## config.mk

```make
export PLATFORM = sky130hd
export DESIGN_NAME = keypad_scan
export DESIGN_NICKNAME = d
export VERILOG_FILES = /design/src/rtl/keypad_pkg.sv /design/src/rtl/key_debounce_ctr.sv /design/src/rtl/keypad_scan.sv
export SDC_FILE = /design/constraint.sdc
export NUM_CORES = 1
export LEC_CHECK = 0
export CORE_UTILIZATION = 27
export DETAILED_ROUTE_END_ITERATION = 12
export GPL_TIMING_DRIVEN = 1
export PLACE_DENSITY = 0.47
export SLEW_MARGIN = 20
export SYNTH_ARGS = -nofsm -noshare
export SYNTH_HDL_FRONTEND = slang
export SYNTH_SLANG_ARGS = --single-unit
```

## constraint.sdc

```tcl
create_clock -name clk_i -period 5 [get_ports clk_i]
set_input_delay 1 -clock clk_i [delete_from_list [all_inputs] [get_ports clk_i]]
set_output_delay 1 -clock clk_i [all_outputs]
set_load 0.02 [all_outputs]
```

## src/rtl/keypad_pkg.sv

```systemverilog
// Shared types, the phone-layout key map and the code-width helper for the keypad scanner.
package keypad_pkg;

    typedef enum logic [1:0] {
        SCAN     = 2'd0,
        DEBOUNCE = 2'd1,
        HELD     = 2'd2,
        RELEASE  = 2'd3
    } scan_state_e;

    // Indexed by row*3 + col: rows read 1 2 3 / 4 5 6 / 7 8 9 / A 0 B
    localparam logic [11:0][3:0] PHONE_MAP = {
        4'hB, 4'h0, 4'hA,
        4'h9, 4'h8, 4'h7,
        4'h6, 4'h5, 4'h4,
        4'h3, 4'h2, 4'h1
    };

    function automatic int codeWidth(input int numRows, input int numCols);
        int w;
        w = $clog2(numRows * numCols);
        return (w > 4) ? w : 4;
    endfunction

endpackage

```

## src/rtl/key_debounce_ctr.sv

```systemverilog
// Match counter for press/release debouncing; lastO flags that the next increment hits LIMIT.
module key_debounce_ctr #(
    parameter int LIMIT = 4
) (
    input  logic clk_i,
    input  logic rst_i,
    input  logic clr_i,
    input  logic inc_i,
    output logic last_o
);

    logic [7:0] count_q;

    // Clear with increment loads 1, which starts a fresh run on the current sample.
    always_ff @(posedge clk_i) begin
        if (rst_i) begin
            count_q <= '0;
        end else if (clr_i) begin
            count_q <= inc_i ? 8'd1 : 8'd0;
        end else if (inc_i) begin
            count_q <= count_q + 8'd1;
        end
    end

    assign last_o = (count_q == 8'(LIMIT - 1));

endmodule

```

## src/rtl/keypad_scan.sv

```systemverilog
// Row-scanning matrix keypad controller with debounced press/release detection.
module keypad_scan
    import keypad_pkg::*;
#(
    parameter  int NUM_ROWS     = 4,
    parameter  int NUM_COLS     = 3,
    parameter  int SCAN_DIV     = 16,
    parameter  int DEBOUNCE_CNT = 4,
    parameter  int MAP_MODE     = 1,
    localparam int CODE_W       = codeWidth(NUM_ROWS, NUM_COLS)
) (
    input  logic                clk_i,
    input  logic                rst_i,
    input  logic [NUM_COLS-1:0] cols_i,
    output logic [NUM_ROWS-1:0] rows_o,
    output logic [CODE_W-1:0]   key_code_o,
    output logic                key_valid_o,
    output logic                key_held_o,
    output logic                key_release_o
);

    localparam int RW = $clog2(NUM_ROWS);
    localparam int CW = $clog2(NUM_COLS);
    localparam int DW = $clog2(SCAN_DIV);

    if (MAP_MODE == 1 && !(NUM_ROWS == 4 && NUM_COLS == 3)) begin : gBadMap
        $error("keypad_scan: MAP_MODE=1 needs a 4x3 keypad");
    end
    if (MAP_MODE < 0 || MAP_MODE > 1 || NUM_ROWS < 2 || NUM_ROWS > 16 || NUM_COLS < 2 ||
        NUM_COLS > 16 || SCAN_DIV < 2 || DEBOUNCE_CNT < 1 || DEBOUNCE_CNT > 255) begin : gBadParam
        $error("keypad_scan: parameter out of legal range");
    end

    scan_state_e         state_q;
    logic [DW-1:0]       dwell_q;
    logic [NUM_ROWS-1:0] rows_q;
    logic [RW-1:0]       rowIdx_q;
    logic [NUM_COLS-1:0] colsLatch_q;
    logic [CW-1:0]       colIdx_q;
    logic [CODE_W-1:0]   keyCode_q;
    logic                keyValid_q;
    logic                keyHeld_q;
    logic                keyRelease_q;

    logic                sampleEdge;
    logic                colsZero;
    logic                colsOneHot;
    logic                colsMatch;
    logic [CW-1:0]       colNow;
    logic [CW-1:0]       capCol;
    logic [NUM_ROWS-1:0] rowsNext;
    logic [RW-1:0]       rowIdxNext;
    int unsigned         keyIdx;
    logic [CODE_W-1:0]   newCode;
    logic                cntClr;
    logic                cntInc;
    logic                cntLast;

    // Counter is told to restart or extend its run only on sample edges, mirroring the FSM.
    always_comb begin
        sampleEdge = (dwell_q == DW'(SCAN_DIV - 1));
        colsZero   = (cols_i == '0);
        colsOneHot = ($countones(cols_i) == 1);
        colsMatch  = (cols_i == colsLatch_q);
        colNow     = '0;
        for (int c = 0; c < NUM_COLS; c++) begin
            if (cols_i[c]) colNow = CW'(c);
        end
        rowsNext   = {rows_q[NUM_ROWS-2:0], rows_q[NUM_ROWS-1]};
        rowIdxNext = (rowIdx_q == RW'(NUM_ROWS - 1)) ? '0 : rowIdx_q + RW'(1);
        capCol     = (state_q == SCAN) ? colNow : colIdx_q;
        keyIdx     = 32'(rowIdx_q) * NUM_COLS + 32'(capCol);
        if (MAP_MODE == 1) newCode = CODE_W'(PHONE_MAP[keyIdx[3:0]]);
        else               newCode = CODE_W'(keyIdx);

        cntClr = 1'b0;
        cntInc = 1'b0;
        if (sampleEdge) begin
            case (state_q)
                SCAN:     begin cntClr = 1'b1; cntInc = colsOneHot; end
                DEBOUNCE: if (colsMatch) cntInc = !cntLast; else cntClr = 1'b1;
                HELD:     begin cntClr = 1'b1; cntInc = colsZero; end
                RELEASE:  if (colsZero) cntInc = !cntLast; else cntClr = 1'b1;
                default:  cntClr = 1'b1;
            endcase
        end
    end

    key_debounce_ctr #(
        .LIMIT (DEBOUNCE_CNT)
    ) uMatchCtr (
        .clk_i  (clk_i),
        .rst_i  (rst_i),
        .clr_i  (cntClr),
        .inc_i  (cntInc),
        .last_o (cntLast)
    );

    always_ff @(posedge clk_i) begin
        if (rst_i) begin
            state_q      <= SCAN;
            dwell_q      <= '0;
            rows_q       <= NUM_ROWS'(1);
            rowIdx_q     <= '0;
            colsLatch_q  <= '0;
            colIdx_q     <= '0;
            keyCode_q    <= '0;
            keyValid_q   <= 1'b0;
            keyHeld_q    <= 1'b0;
            keyRelease_q <= 1'b0;
        end else begin
            keyValid_q   <= 1'b0;
            keyRelease_q <= 1'b0;
            dwell_q      <= sampleEdge ? '0 : dwell_q + DW'(1);
            if (sampleEdge) begin
                case (state_q)
                    SCAN: begin
                        if (colsOneHot) begin
                            colsLatch_q <= cols_i;
                            colIdx_q    <= colNow;
                            if (DEBOUNCE_CNT == 1) begin
                                state_q    <= HELD;
                                keyValid_q <= 1'b1;
                                keyHeld_q  <= 1'b1;
                                keyCode_q  <= newCode;
                            end else begin
                                state_q <= DEBOUNCE;
                            end
                        end else begin
                            rows_q   <= rowsNext;
                            rowIdx_q <= rowIdxNext;
                        end
                    end
                    DEBOUNCE: begin
                        if (colsMatch) begin
                            if (cntLast) begin
                                state_q    <= HELD;
                                keyValid_q <= 1'b1;
                                keyHeld_q  <= 1'b1;
                                keyCode_q  <= newCode;
                            end
                        end else begin
                            state_q  <= SCAN;
                            rows_q   <= rowsNext;
                            rowIdx_q <= rowIdxNext;
                        end
                    end
                    HELD: begin
                        // A single debounce sample means the first all-zero sample is the release.
                        if (colsZero) begin
                            if (DEBOUNCE_CNT == 1) begin
                                state_q      <= SCAN;
                                keyRelease_q <= 1'b1;
                                keyHeld_q    <= 1'b0;
                                rows_q       <= rowsNext;
                                rowIdx_q     <= rowIdxNext;
                            end else begin
                                state_q <= RELEASE;
                            end
                        end
                    end
                    RELEASE: begin
                        if (colsZero) begin
                            if (cntLast) begin
                                state_q      <= SCAN;
                                keyRelease_q <= 1'b1;
                                keyHeld_q    <= 1'b0;
                                rows_q       <= rowsNext;
                                rowIdx_q     <= rowIdxNext;
                            end
                        end else begin
                            state_q <= HELD;
                        end
                    end
                    default: state_q <= SCAN;
                endcase
            end
        end
    end

    assign rows_o        = rows_q;
    assign key_code_o    = keyCode_q;
    assign key_valid_o   = keyValid_q;
    assign key_held_o    = keyHeld_q;
    assign key_release_o = keyRelease_q;

endmodule

```

==> flow_metrics.env, run 1 <==
export IMPL_hold_class="flip-flop to flip-flop"
export IMPL_cts_tree="yes"
export IMPL_antenna_found_initial=0
export IMPL_syn_area_um2=1675
export IMPL_die_y_um=80.77
export IMPL_wl_per_cell_um=12.19
export IMPL_initial_core_util_pct=28.13
export IMPL_path_class="input pin to flip-flop"
export IMPL_worstSkewPairLatency_ns=0.28
export IMPL_clkTransAtPathRegs_ns=0.07
export IMPL_coreArea_um2=5956
export IMPL_synth_most_common_cell="dfxtp_1"
export IMPL_cts_setup_buffers=0
export IMPL_portBuffers=15
export IMPL_layout_area_seq_um2=620.6
export IMPL_finalNetCount=205
export IMPL_post_synth_top_area_cell="dfxtp_1"
export IMPL_ys_top_cells_by_count="dfxtp_1, nor2_1, a21oi_1"
export IMPL_yosysTopAreaCellShare_pct=37.04
export IMPL_async_reset_ff_share_pct=0
export IMPL_p_total_mw=0.4821
export IMPL_drt_wl_total_um=3219
export IMPL_first_pass_iters=4
export IMPL_row_count=28
export IMPL_io_pins=16
export IMPL_synth_area_leaders="dfxtp_1, mux2i_1, ha_1"
export IMPL_synth_cell_types=42
export IMPL_n_antenna_cell=0
export IMPL_cts_buffer_depth=2
export IMPL_area_delta_synth_final_pct=16.58
export IMPL_max_slew_margin_pct=42.91
export IMPL_syn_avg_cell_area_um2=9.519
export IMPL_globalRouteTotalUtil_pct=11.01
export IMPL_grt_pass1_wl_um=5464
export IMPL_setup_viol=0
export IMPL_synth_xor_area_share_pct=4.182
export IMPL_rr_startpoint="state_q[1]"
export IMPL_period_share_pct=71.04
export IMPL_grt_max_degree=22
export IMPL_cts_sinks=31
export IMPL_h_tree_depth=2
export IMPL_setup_tns_ns=0
export IMPL_ys_seq_area_share_pct=37.04
export IMPL_grt_ovfl_total=0
export IMPL_dp_hpwl_um=2291
export IMPL_synth_main_ff_cell="dfxtp_1"
export IMPL_ys_seq_elements=31
export IMPL_grt_pass1_vias=1145
export IMPL_ant_nets=0
export IMPL_ir_worst_vdd_mv=0.08582
export IMPL_power_leakage_nw=0.6851
export IMPL_skew_ns=0.008625
export IMPL_synth_mux_area_share_pct=6.572
export IMPL_drv_slew=0
export IMPL_fmax_mhz=281.5
export IMPL_yosysWarnings=0
export IMPL_place_congestion=0.7194
export IMPL_cp_max_fo=7
export IMPL_report_final_hold_viol_count=0
export IMPL_synth_simple_area_share_pct=23.15
export IMPL_cp_end_kind="flip-flop"
export IMPL_startpoint="cols_i[2]"
export IMPL_drive_gt1_share_pct=8.995
export IMPL_critical_path_required_ns=5.14
export IMPL_tightest_slew_ns=0.8536
export IMPL_p_per_area_nw_per_um2=246.8
export IMPL_synth_adder_area_share_pct=9.559
export IMPL_drc=0
export IMPL_root_buffer="clkbuf_8"
export IMPL_synth_top_family_by_area="simple AND/OR/NAND/NOR gates"
export IMPL_synth_edff_count=0
export IMPL_n_fill_cell=626
export IMPL_rsz0062_at_grt="no"
export IMPL_start_kind="input pin"
export IMPL_die_area_um2=6524
export IMPL_via_count=1254
export IMPL_ctsResizeCount=0
export IMPL_drt_iter0_drc=61
export IMPL_synth_cells=176
export IMPL_die_w_um=80.77
export IMPL_syn_nets=192
export IMPL_status="completed"
export IMPL_synth_compound_area_share_pct=14.71
export IMPL_drv_cap=0
export IMPL_min_from="colsLatch_q[0]"
export IMPL_numCtsBuffers=5
export IMPL_cp_arrival_ns=3.69
export IMPL_multiInputGateArea_um2=974.7
export IMPL_vias_per_cell=4.750
export IMPL_hold_buffers=0
export IMPL_min_period_ns=3.552
[worst max-delay path, cell delays in order]
cell             delay [ns]
clkdlybuf4s50_1        0.63
inv_1                  0.11
o31ai_1                0.31
fa_1                   0.47
ha_1                   0.22
fa_1                   0.52
mux2i_1                0.19
nor2_1                 0.05
mux2i_1                0.13
nor2_1                 0.05
[metal layers]
layer,track usage (%),wire length [um],vias to the layer above
li1,-,-,660
met1,15.11,1661,569
met2,16.02,1393,19
met4,4.821,58,0
met3,3.034,105,6
met5,0,0,-
[logic make-up after synthesis]
family,after synthesis
AOI/OAI and AO/OA,35
xor gates and xnor gates,8
adders and majority gates,11
buffers and inverters,16
DFF,31
muxes,11
and+or+nand+nor,64
[path summary, 6_finish.rpt]
check        slack (ns)  depth (start not counted)              to
max                1.45                         10   key_code_o[2]
min                0.47                          2  colsLatch_q[0]
max reg2reg        2.34                          9   key_code_o[2]
min reg2reg        0.47                          2  colsLatch_q[0]
[state kept, by name, summed over array words and instances, names as in the netlist, 2 cells and up]
| register | count |
|---|---|
| uMatchCtr.count_q | 8 |
| dwell_q | 4 |
| key_code_o | 4 |
| rows_o | 4 |
| colIdx_q | 2 |
| colsLatch_q | 2 |
| rowIdx_q | 2 |
| state_q | 2 |
[cells in the final DEF (no fill, tap or decap), types with 5 or more instances in the layout]
master            n
clkdlybuf4s50_1  15
ha_1              8
nor3_1            5
xor2_1            6
a21oi_1          13
o21ai_0           5
dfxtp_1          31
nand3_1           6
inv_1             7
clkbuf_8          6
nand2_1           7
mux2i_1          11
nor2_1           24
[report_power, final]
part           internal [mW]  total [mW]  switching, mW  leakage, nW
Clock                  0.108       0.199         0.0912       0.0470
Combinational         0.0130      0.0321         0.0191        0.388
Sequential             0.249       0.251        0.00196        0.250
[through the flow]
step	util [%]	area, um2	hold slack, ns	worst slack, ns	instances
after detailed placement	31.32	1866	0.4602	1.179	257
final	32.79	1953	0.4694	1.448	264
after floorplan	-	1675	0.4481	1.882	176
after CTS	32.79	1953	0.4704	1.444	264
after global placement	31.32	1866	0.4612	1.159	257
after global routing	32.79	1953	0.4839	1.226	264
[area by class of cell]
cell class / instances / share of cell area [%]
clock buffer: 6 / 4.228
clock inverter: 1 / 0.2562
inverter: 7 / 1.345
multi-input combinational: 129 / 49.90
sequential: 31 / 31.77
tap: 75 / 4.805
timing repair buffer: 15 / 7.687
Power figures use the tool's default switching activity.
==> run 2: changes to the inputs <==
clock period = 3.4 ns   (was 5 ns; I/O delays follow)
==> run 2 against run 1 <==
  * Clock skew grew 0.0024 ns
  * Sequential power up 47%
  * Die area stayed put
  * Critical path depth unchanged
  * Final cell count up 3.0%
  * Clock power is 89% higher
  * Routed wire length up 4.6%
  * Register-to-register slack lost 1.6 ns
  * Flip-flop and latch count stayed put
  * Critical path type unchanged
  * Largest cell class unchanged
==> flow_metrics.env, run 2 (synthesis gave the netlist of run 1 again) <==
export IMPL_status="completed"
export IMPL_drt_iter0_drc=88
export IMPL_finalNetCount=212
export IMPL_rrSetupSlack_ns=0.77
export IMPL_setup_tns_ns=0
export IMPL_grt_ovfl_total=0
export IMPL_initial_core_util_pct=28.13
export IMPL_worstSkewPairLatency_ns=0.28
export IMPL_reg2regPathDepth=9
export IMPL_path_class="input pin to flip-flop"
export IMPL_layout_commonest_cell="dfxtp_1"
export IMPL_portBuffers=15
export IMPL_rr_startpoint="state_q[0]"
export IMPL_drc=0
export IMPL_critical_path_required_ns=3.57
export IMPL_p_total_mw=0.7983
export IMPL_drv_cap=0
export IMPL_n_fill_cell=634
export IMPL_drive_gt1_share_pct=12.69
export IMPL_power_leakage_nw=0.7345
export IMPL_antenna_found_initial=0
export IMPL_hold_depth=2
export IMPL_numCtsBuffers=5
export IMPL_die_area_um2=6524
export IMPL_globalRouteTotalUtil_pct=11.93
export IMPL_dp_hpwl_um=2386
export IMPL_rsz0062_at_grt="no"
export IMPL_ctsResizeCount=0
export IMPL_largest_reg_flops=8
export IMPL_p_per_area_nw_per_um2=392.2
export IMPL_grt_pass1_vias=1219
export IMPL_min_from="colsLatch_q[0]"
export IMPL_vias_per_cell=4.757
export IMPL_area_delta_synth_final_pct=21.51
export IMPL_cts_buffer_depth=2
export IMPL_coreArea_um2=5956
export IMPL_n_antenna_cell=0
export IMPL_row_count=28
export IMPL_cp_end_kind="flip-flop"
export IMPL_io_pins=16
export IMPL_grt_pass1_wl_um=5947
export IMPL_report_final_hold_viol_count=0
export IMPL_cts_sinks=31
export IMPL_largest_register="uMatchCtr.count_q"
export IMPL_first_pass_iters=4
export IMPL_hold_buffers=0
export IMPL_setup_viol=0
export IMPL_period_share_pct=89.25
export IMPL_cp_max_fo=2
export IMPL_place_congestion=0.7256
export IMPL_clkTransAtPathRegs_ns=0.07
export IMPL_skew_ns=0.01100
export IMPL_via_count=1294
export IMPL_cts_tree="yes"
export IMPL_max_slew_margin_pct=61.84
export IMPL_root_buffer="clkbuf_8"
export IMPL_drv_slew=0
export IMPL_cp_arrival_ns=3.21
export IMPL_ir_worst_vdd_mv=0.2109
export IMPL_fmax_mhz=329.5
export IMPL_die_w_um=80.77
export IMPL_r2r_end="key_code_o[2]"
export IMPL_cts_setup_buffers=0
export IMPL_hold_class="flip-flop to flip-flop"
export IMPL_final_cell_mix="dfxtp_1, nor2_1, clkdlybuf4s50_1"
export IMPL_ant_nets=0
export IMPL_drt_wl_total_um=3366
export IMPL_h_tree_depth=2
export IMPL_grt_max_degree=22
export IMPL_tightest_slew_ns=0.5690
export IMPL_start_kind="input pin"
export IMPL_min_to="colsLatch_q[0]"
export IMPL_die_y_um=80.77
export IMPL_min_period_ns=3.034
export IMPL_wl_per_cell_um=12.38
-- run 2: through the flow --
step                      setup slack, ns  std cells  hold slack, ns  cell area, um2  util, %
after floorplan                    0.6023        176          0.4481            1675        -
after global placement            0.05021        264          0.4581            1918    32.21
after detailed placement          0.03540        264          0.4638            1918    32.21
after CTS                          0.3191        272          0.4743            2036    34.18
after global routing               0.1904        272          0.4848            2036    34.18
final                              0.3655        272          0.4675            2036    34.18
-- run 2: cell type report --
class | count | area, um2 | area share (%)
clock inverter | 2 | 35.03 | 1.721
inverter | 7 | 26.28 | 1.291
sequential | 31 | 620.6 | 30.49
tap | 75 | 93.84 | 4.610
multi-input combinational | 129 | 974.7 | 47.88
clock buffer | 6 | 82.58 | 4.057
timing repair buffer | 22 | 202.7 | 9.957
-- run 2: how the worst max path moves through the flow --
stage / startpoint / to / depth (start not counted)
4_1_cts: cols_i[2] / key_code_o[2] / 10
2_1_floorplan: cols_i[2] / key_code_o[2] / 10
3_5_place_dp: cols_i[2] / key_code_o[2] / 10
3_3_place_gp: cols_i[2] / key_code_o[2] / 10
5_1_grt: cols_i[2] / key_code_o[2] / 10
6_report: cols_i[2] / key_code_o[2] / 10
-- run 2: metal layers --
| layer | wire [um] | global-route usage (%) | part of all wire (%) | vias up |
|---|---|---|---|---|
| met4 | 39 | 4.821 | 1.2 | 0 |
| met2 | 1500 | 18.56 | 45 | 26 |
| met3 | 134 | 3.034 | 4.0 | 6 |
| met5 | 0 | 0 | 0 | - |
| met1 | 1692 | 15.69 | 50 | 594 |
| li1 | - | - | - | 668 |
-- run 2: where the power goes --
group	internal (mW)	switching [mW]	total (mW)	leakage, nW
clock network	0.237	0.139	0.376	0.0612
registers	0.366	0.00279	0.369	0.250
logic	0.0238	0.0298	0.0535	0.423
total	0.627	0.171	0.798	0.735
-- run 2: critical path, stage by stage --
cell             delay (ns)
clkdlybuf4s50_1        0.48
inv_1                  0.06
o31ai_1                0.34
fa_1                   0.48
ha_1                   0.22
fa_1                   0.52
mux2i_1                0.20
nor2_1                 0.06
mux2i_1                0.13
nor2_1                 0.05
